<file path="src/rtl/histogram_frame_sequencer.sv">
// Ping-pong gray histogram frame sequencer: clear, arm, accumulate, cumulative sweep, publish; HIST_MAX_TRACK_EN enables peak-bin tracking.
// Latency: bin written 1 cycle after its pixel; results published about 260 cycles after iFval falls.
// Backpressure: none; every valid pixel in ACCUM is taken, frames starting outside ARM are dropped with oSkip.
module histogram_frame_sequencer #(
    parameter int CNT_W      = 20,
    parameter int THRESH_PCT = 50
) (
    input  logic             iClk,
    input  logic             iRst,
    input  logic             iFval,
    input  logic [7:0]       iGray,
    input  logic             iGrayValid,
    output logic [8:0]       oHistAddr,
    output logic             oHistWe,
    output logic [CNT_W-1:0] oHistWdata,
    input  logic [CNT_W-1:0] iHistRdata,
    output logic [7:0]       oCumAddr,
    output logic             oCumWe,
    output logic [CNT_W-1:0] oCumWdata,
    output logic             oBank,
    output logic [7:0]       oThresh,
    output logic [CNT_W-1:0] oMaxValue,
    output logic             oDone,
    output logic             oSkip
);

    typedef enum logic [2:0] {S_CLEAR, S_ARM, S_ACCUM, S_DRAIN, S_CUMSUM, S_PUBLISH} state_t;
    typedef enum logic [1:0] {OP_NONE, OP_CLR, OP_INC, OP_CUM} op_t;

    localparam int CMP_W = CNT_W + 7;
    localparam logic [CNT_W-1:0] CNT_MAX = '1;

    state_t           state, state_d;
    op_t              s1_op, s1_op_d;
    logic [7:0]       s1_bin, s1_bin_d, rd_bin;
    logic [8:0]       cnt, cnt_d;
    logic             fval_q, fval_rise, fval_fall, pix_take;
    logic [CNT_W-1:0] total, acc, acc_next, inc_src, last_wdata;
    logic [CNT_W:0]   acc_sum;
    logic             last_vld, found, hit;
    logic [7:0]       last_bin, thr_stage;
    logic [CMP_W-1:0] lhs, rhs;

    assign fval_rise = iFval & ~fval_q;
    assign fval_fall = ~iFval & fval_q;
    assign pix_take  = (state == S_ACCUM) & iFval & iGrayValid;

    always_comb begin
        state_d  = state;
        cnt_d    = cnt;
        s1_op_d  = OP_NONE;
        s1_bin_d = s1_bin;
        rd_bin   = cnt[7:0];
        case (state)
            S_CLEAR: begin
                s1_op_d  = OP_CLR;
                s1_bin_d = cnt[7:0];
                cnt_d    = cnt + 9'd1;
                if (cnt[7:0] == 8'hFF) begin
                    state_d = S_ARM;
                    cnt_d   = '0;
                end
            end
            S_ARM: if (fval_rise) state_d = S_ACCUM;
            S_ACCUM: begin
                rd_bin = iGray;
                if (fval_fall) begin
                    state_d = S_DRAIN;
                    cnt_d   = '0;
                end else if (pix_take) begin
                    s1_op_d  = OP_INC;
                    s1_bin_d = iGray;
                end
            end
            S_DRAIN: begin
                cnt_d = cnt + 9'd1;
                if (cnt[0]) begin
                    state_d = S_CUMSUM;
                    cnt_d   = '0;
                end
            end
            S_CUMSUM: begin
                if (!cnt[8]) begin
                    s1_op_d  = OP_CUM;
                    s1_bin_d = cnt[7:0];
                    cnt_d    = cnt + 9'd1;
                end
                if (s1_op == OP_CUM && s1_bin == 8'hFF) state_d = S_PUBLISH;
            end
            S_PUBLISH: begin
                state_d = S_CLEAR;
                cnt_d   = '0;
            end
            default: state_d = S_CLEAR;
        endcase
    end

    // The RAM registers oHistAddr; both iHistRdata and a write strobed by oHistWe
    // refer to the address presented in the previous cycle.
    assign inc_src    = (last_vld && last_bin == s1_bin) ? last_wdata : iHistRdata;
    assign oHistAddr  = {oBank, rd_bin};
    assign oHistWe    = (s1_op == OP_CLR) || (s1_op == OP_INC);
    assign oHistWdata = (s1_op != OP_INC) ? '0 :
                        (inc_src == CNT_MAX) ? inc_src : inc_src + CNT_W'(1);

    assign acc_sum   = {1'b0, acc} + {1'b0, iHistRdata};
    assign acc_next  = acc_sum[CNT_W] ? CNT_MAX : acc_sum[CNT_W-1:0];
    assign lhs       = CMP_W'(acc_next) * CMP_W'(100);
    assign rhs       = CMP_W'(total) * CMP_W'(THRESH_PCT);
    assign hit       = lhs >= rhs;
    assign oCumAddr  = s1_bin;
    assign oCumWe    = (s1_op == OP_CUM);
    assign oCumWdata = acc_next;

    always_ff @(posedge iClk) begin
        if (iRst) begin
            state      <= S_CLEAR;
            cnt        <= '0;
            s1_op      <= OP_NONE;
            s1_bin     <= '0;
            fval_q     <= 1'b0;
            total      <= '0;
            acc        <= '0;
            last_vld   <= 1'b0;
            last_bin   <= '0;
            last_wdata <= '0;
            found      <= 1'b0;
            thr_stage  <= 8'hFF;
            oBank      <= 1'b0;
            oThresh    <= 8'd128;
            oDone      <= 1'b0;
            oSkip      <= 1'b0;
        end else begin
            state      <= state_d;
            cnt        <= cnt_d;
            s1_op      <= s1_op_d;
            s1_bin     <= s1_bin_d;
            fval_q     <= iFval;
            oSkip      <= fval_rise && (state != S_ARM);
            oDone      <= (state == S_PUBLISH);
            last_vld   <= (s1_op == OP_INC);
            last_bin   <= s1_bin;
            last_wdata <= oHistWdata;
            if (state == S_ARM && fval_rise)
                total <= '0;
            else if (pix_take && total != CNT_MAX)
                total <= total + CNT_W'(1);
            if (state == S_DRAIN) begin
                acc       <= '0;
                found     <= 1'b0;
                thr_stage <= 8'hFF;
            end else if (s1_op == OP_CUM) begin
                acc <= acc_next;
                if (!found && hit) begin
                    found     <= 1'b1;
                    thr_stage <= s1_bin;
                end
            end
            if (state == S_PUBLISH) begin
                oThresh <= (total == '0) ? 8'd0 : thr_stage;
                oBank   <= ~oBank;
            end
        end
    end

`ifdef HIST_MAX_TRACK_EN
    logic [CNT_W-1:0] max_stage, max_q;

    always_ff @(posedge iClk) begin
        if (iRst) begin
            max_stage <= '0;
            max_q     <= '0;
        end else begin
            if (state == S_DRAIN)
                max_stage <= '0;
            else if (s1_op == OP_CUM && iHistRdata > max_stage)
                max_stage <= iHistRdata;
            if (state == S_PUBLISH) max_q <= max_stage;
        end
    end

    assign oMaxValue = max_q;
`else
    // Without tracking, displayers always scale to the full count range.
    assign oMaxValue = CNT_MAX;
`endif

endmodule
</file>
<file path="config.mk">
export PLATFORM = sky130hd
export DESIGN_NAME = histogram_frame_sequencer
export DESIGN_NICKNAME = d
export VERILOG_FILES = /design/src/rtl/histogram_frame_sequencer.sv
export SDC_FILE = /design/constraint.sdc
export NUM_CORES = 1
export LEC_CHECK = 0
export BUFFER_PORTS_ARGS = -buffer_cell sky130_fd_sc_hd__buf_2
export CAP_MARGIN = 20
export CORE_MARGIN = 5
export CORE_UTILIZATION = 65
export CTS_CLUSTER_SIZE = 10
export DETAILED_ROUTE_END_ITERATION = 12
export GPL_TIMING_DRIVEN = 1
export PLACE_DENSITY = 0.87
export SLEW_MARGIN = 20
export SYNTH_ARGS = -nofsm -noshare
export SYNTH_HDL_FRONTEND = slang
export SYNTH_SLANG_ARGS = --single-unit
</file>
<file path="constraint.sdc">
create_clock -name iClk -period 19.2 [get_ports iClk]
set_input_delay 3.84 -clock iClk [delete_from_list [all_inputs] [get_ports iClk]]
set_output_delay 3.84 -clock iClk [all_outputs]
set_load 0.005 [all_outputs]
</file>
==> results.py, run 1 <==
metrics = {
    "power": {
        "p_leak_nw": 5.973,
        "ir_drop_mv": 0.04904,
        "power_density_mw_per_mm2": 56.79,
        "finalPower_uw": 692.2,
    },
    "grt": {
        "grt_usage_pct": 27.28,
        "antenna_found_initial": 0,
        "grt-ovfl-total": 0,
        "grt_start_max_net_pins": 44,
        "grt_pass1_wl_um": 45760,
        "grt_pass1_vias": 9748,
    },
    "sta": {
        "tns_ps": 0,
        "rsz0062_at_grt": "false",
        "skew_ps": 13.41,
        "worstMarginPinSlew_ps": 1018,
        "fin_crit_ps": 12000,
        "max_slew_margin_pct": 32.12,
        "fin_crit_sh_pct": 62.49,
        "hold_viol_final": 0,
        "drv_slew": 0,
        "fmax_ghz": 0.08334,
        "setup_viol": 0,
    },
    "critical_path": {
        "crit_path_frequent_cell": "ha_1",
        "cp_slowest_cell": "o311ai_0",
        "crit_start": "iHistRdata[0]",
        "cpPeakStageDelay_ps": 740,
        "worstSetupEndpointType": "flop",
        "start_kind": "input pin",
        "r2r_slack_ps": 10470,
        "reg2reg_from": "acc[0]$_SDFFE_PP0P_",
        "path_max_fanout": 21,
        "r2r_cells": 32,
        "worstSetupEndpoint": "thr_stage[7]$_SDFFE_PP1P_",
        "worstSetupPathType": "input pin to flop",
        "critical_path_arrival_ps": 12230,
        "critPathRequiredTime_ps": 19440,
        "worstReg2RegEnd": "thr_stage[7]$_SDFFE_PP1P_",
    },
    "finish": {
        "final_cell_mix": "ha_1 (190), inv_1 (152), nor2_1 (134)",
        "nFillCells": 1307,
        "syn_to_final_growth_pct": 8.076,
        "nNetsFinal": 1711,
        "fin_util_pct": 70.96,
        "final_layout_size_suffix_gt1_share_pct": 10.59,
        "layout_commonest_cell": "ha_1",
        "antenna_cells": 0,
    },
    "routing": {
        "drtAntennaViolNets": 0,
        "vias_per_cell": 6.013,
        "drc": 0,
        "wirelength_um": 27610,
        "routedWlPerCell_um": 16.36,
        "dr.pass1.iters": 10,
        "drtIter0Drc": 771,
        "dr_total_vias": 10150,
    },
    "cts": {
        "cts_sinks": 112,
        "cts_tree": "yes",
        "post_cts_resized": 0,
        "hold_buffers": 0,
        "postCtsSetupBuffers": 0,
        "cts_max_level": 3,
        "clkLatencyLatePin_ps": 370,
        "cts_buffers": 9,
        "ctsLongestPathBuffers": 2,
        "clk_pin_slew_ps": 80,
        "root_buffer": "clkbuf_16",
    },
    "logic_synthesis": {
        "synthTopCellsByArea": "ha_1 (21%), dfxtp_1 (20%), fa_1 (5.5%)",
        "synth_cell_type_count": 69,
        "synth-seq-cells": 112,
        "async_reset_ff_share_pct": 0,
        "synth-edff-count": 0,
        "yosys_warnings": 0,
        "synth_compound_area_share_pct": 17.78,
        "synth-main-ff-cell": "dfxtp_1",
        "synth_xor_area_share_pct": 7.533,
        "syn_area_mm2": 0.01128,
        "synth_area_leader_cell": "ha_1",
        "muxShareOfSynthArea_pct": 3.062,
        "yosysTopAreaCellShare_pct": 21.08,
        "seq_area_frac_synth_pct": 19.88,
        "synth_top_family_by_area": "adder cells",
        "syn_inst": 1382,
        "synthAdderAreaFrac_pct": 26.58,
        "synth-simple-area-share_pct": 17.23,
        "syn_area_per_cell_um2": 8.161,
    },
    "placed_design": {
        "gp_congestion": 0.9212,
        "dp_hpwl_um": 21900,
        "port_buffers": 101,
    },
    "flow_run": {
        "max_cap_violations": 0,
    },
    "floorplan": {
        "start_util_pct": 65.66,
        "ios": 122,
        "fp.dieArea_mm2": 0.02009,
        "fp-row-count": 48,
        "die-height_um": 141.7,
        "core-area_mm2": 0.01718,
        "fp.dieW_um": 141.7,
    },
    "status": {
        "status": "completed",
    },
    "min_path": {
        "min_path_type": "flop to flop",
    },
}
[layer usage]
layer,GRT usage [%],part of all wire (%)
met1,33.59,42
met2,47.40,48
met3,3.640,5.8
met4,12.32,4.2
met5,0,0
[worst min-delay path by stage]
| stage | startpoint | to | slack, ps | depth (start not counted) |
|---|---|---|---|---|
| global route | cnt[5]$_SDFFE_PP0P_ | cnt[5]$_SDFFE_PP0P_ | 540 | 2 |
| detailed placement | acc[16]$_SDFFE_PP0P_ | acc[16]$_SDFFE_PP0P_ | 490 | 2 |
| floorplan | thr_stage[7]$_SDFFE_PP1P_ | oThresh[7]$_SDFFE_PP1P_ | 460 | 1 |
| global placement | acc[16]$_SDFFE_PP0P_ | acc[16]$_SDFFE_PP0P_ | 480 | 2 |
| CTS | oThresh[5]$_SDFFE_PP0P_ | oThresh[5]$_SDFFE_PP0P_ | 510 | 2 |
| finish | acc[16]$_SDFFE_PP0P_ | acc[16]$_SDFFE_PP0P_ | 510 | 2 |
[worst max-delay path: cells and delay by family]
kind                     cells  cell delay (ps)
AO/OA/AOI/OAI               19             5160
adder cells (fa/ha/maj)      7             2380
AND/OR/NAND/NOR              2              370
buffers and inverters        4              360
XOR/XNOR                     1              150
[through the flow]
stage	setup slack [ps]	cell area, um2	cells	hold WS, ps
6_report	7201	12190	1688	508.3
5_1_grt	6657	12190	1688	538.4
4_1_cts	7337	12190	1688	513.0
3_5_place_dp	7006	11870	1672	490.3
3_3_place_gp	7208	11870	1672	482.0
2_1_floorplan	8132	11350	1401	456.2
[power breakdown]
part | internal, mW | switching, mW | leakage (nW)
Combinational | 0.109 | 0.147 | 4.91
Clock | 0.0964 | 0.104 | 0.156
Sequential | 0.234 | 0.00200 | 0.904
[synth_stat cells (4+ instances only)]
master	number
o21ai_0	75
o2111ai_1	5
and4_1	8
nand3_1	27
fa_1	31
o31ai_1	8
xnor2_1	66
xor2_1	31
and2_1	21
mux2_2	12
a31oi_1	22
inv_1	152
nor3_1	32
ha_1	190
o211a_1	6
mux2i_1	21
a22oi_1	11
nor4_1	14
and3_1	19
nand2_1	63
a211o_1	5
o21a_1	11
buf_2	7
or3_1	5
a31o_2	4
nor2_1	134
or2_2	6
a21o_1	22
nor2b_1	23
nand4_1	17
nor3b_1	5
dfxtp_1	112
a211oi_1	15
buf_4	21
o21bai_1	4
nand2b_1	13
o211ai_1	10
clkbuf_1	30
a21oi_1	80
[state kept, by name, indices dropped and copies added, names as in the netlist, 2 cells and up]
register / flops
acc: 20
cnt: 9
last_bin: 8
last_wdata: 20
oCumAddr: 8
oThresh: 8
s1_op: 2
state: 3
thr_stage: 8
total: 20
[cells by family (layout without fill, tap and decap cells)]
group,count (synthesis),count (layout)
other cells,1,20
mux,33,33
flops,112,112
buf+inv,214,276
compound gates,310,310
fa+ha+maj,221,221
simple gates,394,394
xor+xnor,97,97
[area by class of cell]
class	count	area [um2]	area share, %
timing repair buffer	106	543.0	4.455
sequential	112	2242	18.39
tap	225	281.5	2.310
inverter	154	578.1	4.742
multi-input combinational	1075	8223	67.46
clock inverter	7	96.34	0.7904
clock buffer	9	225.2	1.848
No activity file was read; power rests on OpenSTA's default activity.
==> inputs of run 2 (changes only) <==
Settings changed: CORE_UTILIZATION 65 to 61, PLACE_DENSITY 0.87 to 0.82.
Clock period 19.2 ns to 11.89 ns, I/O delays scaled along.
==> run 2 against run 1 <==
Effect of this change: cell count is 0.24% higher; critical path depth unchanged; combinational power rose by 61%; via count is 3.2% lower; power grew 62%; sequential cell count unchanged; core utilization down 3.5 points; sequential power rose by 61%; critical endpoint is now thr_stage[6]$_SDFFE_PP1P_; largest power group unchanged.
==> results.py, run 2 (synthesis results as in run 1) <==
metrics = {
    "finish": {
        "layout_commonest_cell": "ha_1",
        "final_cell_mix": "ha_1 (190), inv_1 (152), nor2_1 (134)",
        "final_layout_size_suffix_gt1_share_pct": 10.59,
        "nNetsFinal": 1711,
        "antenna_cells": 0,
        "nFillCells": 1480,
        "syn_to_final_growth_pct": 8.121,
        "reg_top3": "acc: 20 flops, last_wdata: 20 flops, total: 20 flops",
    },
    "sta": {
        "setup_viol": 0,
        "hold_viol_final": 0,
        "max_slew_margin_pct": 32.74,
        "fmax_ghz": 0.09363,
        "fin_crit_sh_pct": 89.83,
        "worstMarginPinSlew_ps": 1009,
        "drv_slew": 0,
        "fin_crit_ps": 10680,
        "rsz0062_at_grt": "false",
        "skew_ps": 17.22,
        "tns_ps": 0,
        "whs_ps": 513.5,
    },
    "grt": {
        "grt_pass1_wl_um": 45970,
        "grt_usage_pct": 25.43,
        "grt_start_max_net_pins": 44,
        "grt-ovfl-total": 0,
        "antenna_found_initial": 0,
        "grt_pass1_vias": 9639,
    },
    "status": {
        "status": "completed",
    },
    "critical_path": {
        "r2r_slack_ps": 3010,
        "path_max_fanout": 21,
        "start_kind": "input pin",
        "cp_slowest_cell": "o311ai_0",
        "worstSetupPathType": "input pin to flop",
        "reg2reg_from": "acc[0]$_SDFFE_PP0P_",
        "crit_start": "iHistRdata[0]",
        "cpPeakStageDelay_ps": 730,
        "worstSetupEndpoint": "thr_stage[6]$_SDFFE_PP1P_",
        "worstSetupEndpointType": "flop",
        "r2r_cells": 32,
        "worstReg2RegEnd": "thr_stage[6]$_SDFFE_PP1P_",
        "critical_path_arrival_ps": 10930,
        "crit_path_frequent_cell": "ha_1",
        "critPathRequiredTime_ps": 12140,
    },
    "power": {
        "p_leak_nw": 5.973,
        "power_density_mw_per_mm2": 91.77,
        "ir_drop_mv": 0.08059,
        "finalPower_mw": 1.119,
    },
    "cts": {
        "root_buffer": "clkbuf_16",
        "clk_pin_slew_ps": 90,
        "hold_buffers": 0,
        "postCtsSetupBuffers": 0,
        "clkLatencyLatePin_ps": 370,
        "cts_tree": "yes",
        "cts_max_level": 3,
        "ctsLongestPathBuffers": 2,
        "cts_buffers": 9,
        "cts_sinks": 112,
        "post_cts_resized": 0,
    },
    "min_path": {
        "min_path_type": "flop to flop",
        "hold_start": "acc[3]$_SDFFE_PP0P_",
    },
    "placed_design": {
        "port_buffers": 101,
        "dp_hpwl_um": 22000,
        "gp_congestion": 0.9340,
    },
    "routing": {
        "drtAntennaViolNets": 0,
        "drtIter0Drc": 602,
        "dr.pass1.iters": 6,
        "vias_per_cell": 5.807,
        "dr_total_vias": 9826,
        "routedWlPerCell_um": 16.26,
        "wirelength_um": 27520,
        "drc": 0,
    },
    "floorplan": {
        "core-area_mm2": 0.01809,
        "ios": 122,
        "die-height_um": 146.0,
        "fp-row-count": 49,
        "fp.dieArea_mm2": 0.02131,
        "start_util_pct": 62.36,
        "fp.dieW_um": 146.0,
    },
    "flow_run": {
        "max_cap_violations": 0,
    },
}
-- run 2: worst min path at each step --
| stage | to | slack, ps | cells after the start |
|---|---|---|---|
| 4_1_cts | acc[5]$_SDFFE_PP0P_ | 510 | 2 |
| 6_report | acc[3]$_SDFFE_PP0P_ | 510 | 2 |
| 2_1_floorplan | oThresh[7]$_SDFFE_PP1P_ | 460 | 1 |
| 3_3_place_gp | acc[5]$_SDFFE_PP0P_ | 480 | 2 |
| 3_5_place_dp | acc[5]$_SDFFE_PP0P_ | 490 | 2 |
| 5_1_grt | cnt[5]$_SDFFE_PP0P_ | 540 | 2 |
-- run 2: area by class of cell --
class	count	area [um2]	share of cell area (%)
flip-flops and latches	112	2242	18.39
inverters	154	578.1	4.740
repair buffers	106	543.0	4.453
well taps	229	286.5	2.350
clock inverters	7	96.34	0.7901
clock buffers	9	225.2	1.847
multi-input cells	1075	8223	67.43
-- run 2: where the power goes --
group / switching, mW / internal [mW]
registers: 0.00326 / 0.377
logic: 0.235 / 0.176
clock network: 0.172 / 0.156
-- run 2: critical path: cells and delay by family --
family	cells	cell delay (ps)
fa+ha+maj	7	2240
xor+xnor	1	150
simple gates	4	910
compound gates	17	4850
buf+inv	4	360
-- run 2: through the flow --
| stage | cells | util [%] | area, um2 | setup WS (ps) |
|---|---|---|---|---|
| finish | 1692 | 67.42 | 12190 | 1209 |
| CTS | 1692 | 67.42 | 12190 | 1330 |
| global route | 1692 | 67.42 | 12190 | 793.7 |
| detailed placement | 1676 | 65.65 | 11870 | 965.9 |
| global placement | 1676 | 65.65 | 11870 | 1357 |
| floorplan | 1401 | - | 11350 | 2284 |
-- run 2: layer usage --
| metal | GRT usage [%] | part of all wire, % |
|---|---|---|
| met1 | 31.97 | 43 |
| met5 | 0 | 0 |
| met2 | 43.82 | 48 |
| met3 | 4.578 | 5.5 |
| met4 | 9.078 | 3.0 |
==> inputs of run 3 (changes only) <==
Settings changed: CORE_MARGIN 5 to 2, CORE_UTILIZATION 61 to 65, MAX_ROUTING_LAYER set to met4, PLACE_DENSITY 0.82 to 0.87.
Clock period 11.89 ns to 13.8 ns, I/O delays scaled along.
==> run 3 against run 2 <==
Effect of this change: cell count decreased by 0.24%; die area decreased by 14%; count of clock-buffer cells in the layout unchanged; sequential power decreased by 14%; wire length decreased by 1.5%; sequential cell count unchanged; hold slack got worse by 20 ps; core utilization increased by 3.8 points; global-route usage increased by 5.1 points; sequential share of layout area about the same; critical path type unchanged; largest power group unchanged.
==> results.py, run 3 (synthesis results as in run 1) <==
metrics = {
    "grt": {
        "grt-ovfl-total": 0,
        "grt_pass1_vias": 9536,
        "grt_start_max_net_pins": 44,
        "grt_pass1_wl_um": 44710,
        "grt_usage_pct": 30.52,
        "antenna_found_initial": 0,
    },
    "cts": {
        "clk_pin_slew_ps": 80,
        "ctsLongestPathBuffers": 2,
        "root_buffer": "clkbuf_16",
        "postCtsSetupBuffers": 0,
        "clkLatencyLatePin_ps": 370,
        "cts_sinks": 112,
        "post_cts_resized": 0,
        "cts_buffers": 9,
        "cts_max_level": 3,
        "hold_buffers": 0,
        "cts_tree": "yes",
    },
    "critical_path": {
        "path_max_fanout": 21,
        "cp_slowest_cell": "o311ai_0",
        "crit_path_frequent_cell": "ha_1",
        "start_kind": "input pin",
        "critical_path_arrival_ps": 11530,
        "cpPeakStageDelay_ps": 800,
        "worstSetupPathType": "input pin to flop",
        "critPathRequiredTime_ps": 14040,
        "worstSetupEndpointType": "flop",
    },
    "floorplan": {
        "ios": 122,
        "die-height_um": 135.7,
        "fp.dieW_um": 135.7,
        "fp.dieArea_mm2": 0.01842,
        "start_util_pct": 65.89,
        "fp-row-count": 48,
        "core-area_mm2": 0.01712,
    },
    "routing": {
        "vias_per_cell": 5.963,
        "dr_total_vias": 10065,
        "drtAntennaViolNets": 0,
        "routedWlPerCell_um": 16.06,
        "drc": 0,
        "drtIter0Drc": 678,
        "wirelength_um": 27110,
        "dr.pass1.iters": 5,
    },
    "sta": {
        "hold_viol_final": 0,
        "drv_slew": 0,
        "rsz0062_at_grt": "false",
        "skew_ps": 14.48,
        "max_slew_margin_pct": 34.64,
        "setup_viol": 0,
        "worstMarginPinSlew_ps": 980.4,
        "fin_crit_ps": 11290,
        "fin_crit_sh_pct": 81.83,
        "tns_ps": 0,
        "fmax_ghz": 0.08856,
    },
    "finish": {
        "reg_top3": "acc: 20 flops, last_wdata: 20 flops, total: 20 flops",
        "final_cell_mix": "ha_1 (190), inv_1 (152), nor2_1 (134)",
        "syn_to_final_growth_pct": 8.131,
        "final_layout_size_suffix_gt1_share_pct": 10.59,
        "layout_commonest_cell": "ha_1",
        "antenna_cells": 0,
        "nNetsFinal": 1711,
        "stdcell_area_mm2": 0.01220,
    },
    "flow_run": {
        "max_cap_violations": 0,
    },
    "placed_design": {
        "placed_area_mm2": 0.01187,
        "port_buffers": 101,
        "dp_hpwl_um": 21530,
        "gp_congestion": 0.9412,
    },
    "power": {
        "seq_power_share_pct": 33.9,
        "sw_frac_of_total_pct": 35.50,
        "p_comb_share_pct": 36.5,
        "p_switching_uw": 343.7,
        "power_density_mw_per_mm2": 79.38,
        "p_clk_share_pct": 29.7,
        "p_int_uw": 624.4,
        "p_leak_nw": 5.978,
        "ir_drop_mv": 0.07470,
    },
    "status": {
        "status": "completed",
    },
    "min_path": {
        "min_path_type": "flop to flop",
    },
}
-- run 3: cell count changes in the layout (fill, tap and decap cells not counted), sizes merged --
| cell | delta |
|---|---|
| bufinv | +1 |
| clkinv | -1 |
-- run 3: worst max-delay path, delay by kind of cell --
kind                     cells  cell delay [ps]
XOR/XNOR                     1              150
AO/OA/AOI/OAI               19             5500
adder cells (fa/ha/maj)      7             2390
AND/OR/NAND/NOR              2              360
buffers and inverters        4              360
-- run 3: per-layer routing --
metal | global-route usage, % | vias to the layer above | part of all wire, %
li1 | - | 4971 | -
met1 | 37.49 | 4723 | 44
met2 | 51.85 | 314 | 48
met3 | 3.966 | 57 | 5.0
met4 | 10.24 | 0 | 3.2
met5 | - | - | 0
-- run 3: worst paths after layout --
kind,depth (start not counted),from,slack [ps],to
setup / recovery,33,iHistRdata[0],2510,thr_stage[0]$_SDFFE_PP1P_
hold reg to reg,1,oThresh[7]$_SDFFE_PP1P_,490,oThresh[7]$_SDFFE_PP1P_
hold / removal,1,oThresh[7]$_SDFFE_PP1P_,490,oThresh[7]$_SDFFE_PP1P_
setup reg to reg,32,acc[0]$_SDFFE_PP0P_,4700,thr_stage[0]$_SDFFE_PP1P_
-- run 3: final cells by class --
type / instances / area, um2
clock inverter: 7 / 102.6
multi-input combinational: 1075 / 8223
timing repair buffer: 106 / 543.0
tap: 225 / 281.5
clock buffer: 9 / 225.2
sequential: 112 / 2242
fill: 1328 / 4921
inverter: 154 / 578.1
-- run 3: through the flow --
step / total power, mW / util, % / worst slack (ps) / hold slack [ps] / std cells
2_1_floorplan: 0.6040 / - / 3812 / 456.2 / 1401
3_3_place_gp: 0.6699 / 69.33 / 2819 / 465.0 / 1672
3_5_place_dp: 0.6822 / 69.33 / 2443 / 472.4 / 1672
4_1_cts: 0.9704 / 71.25 / 2689 / 496.5 / 1688
5_1_grt: 1.038 / 71.25 / 1980 / 519.4 / 1688
6_report: 0.9681 / 71.25 / 2508 / 493.0 / 1688
-- run 3: power groups by stage --
stage	combinational, mW	clock (mW)	sequential [mW]
3_5_place_dp	0.347	0	0.335
2_1_floorplan	0.270	0	0.334
6_report	0.353	0.287	0.328
4_1_cts	0.350	0.292	0.328
5_1_grt	0.405	0.305	0.328
3_3_place_gp	0.335	0	0.335
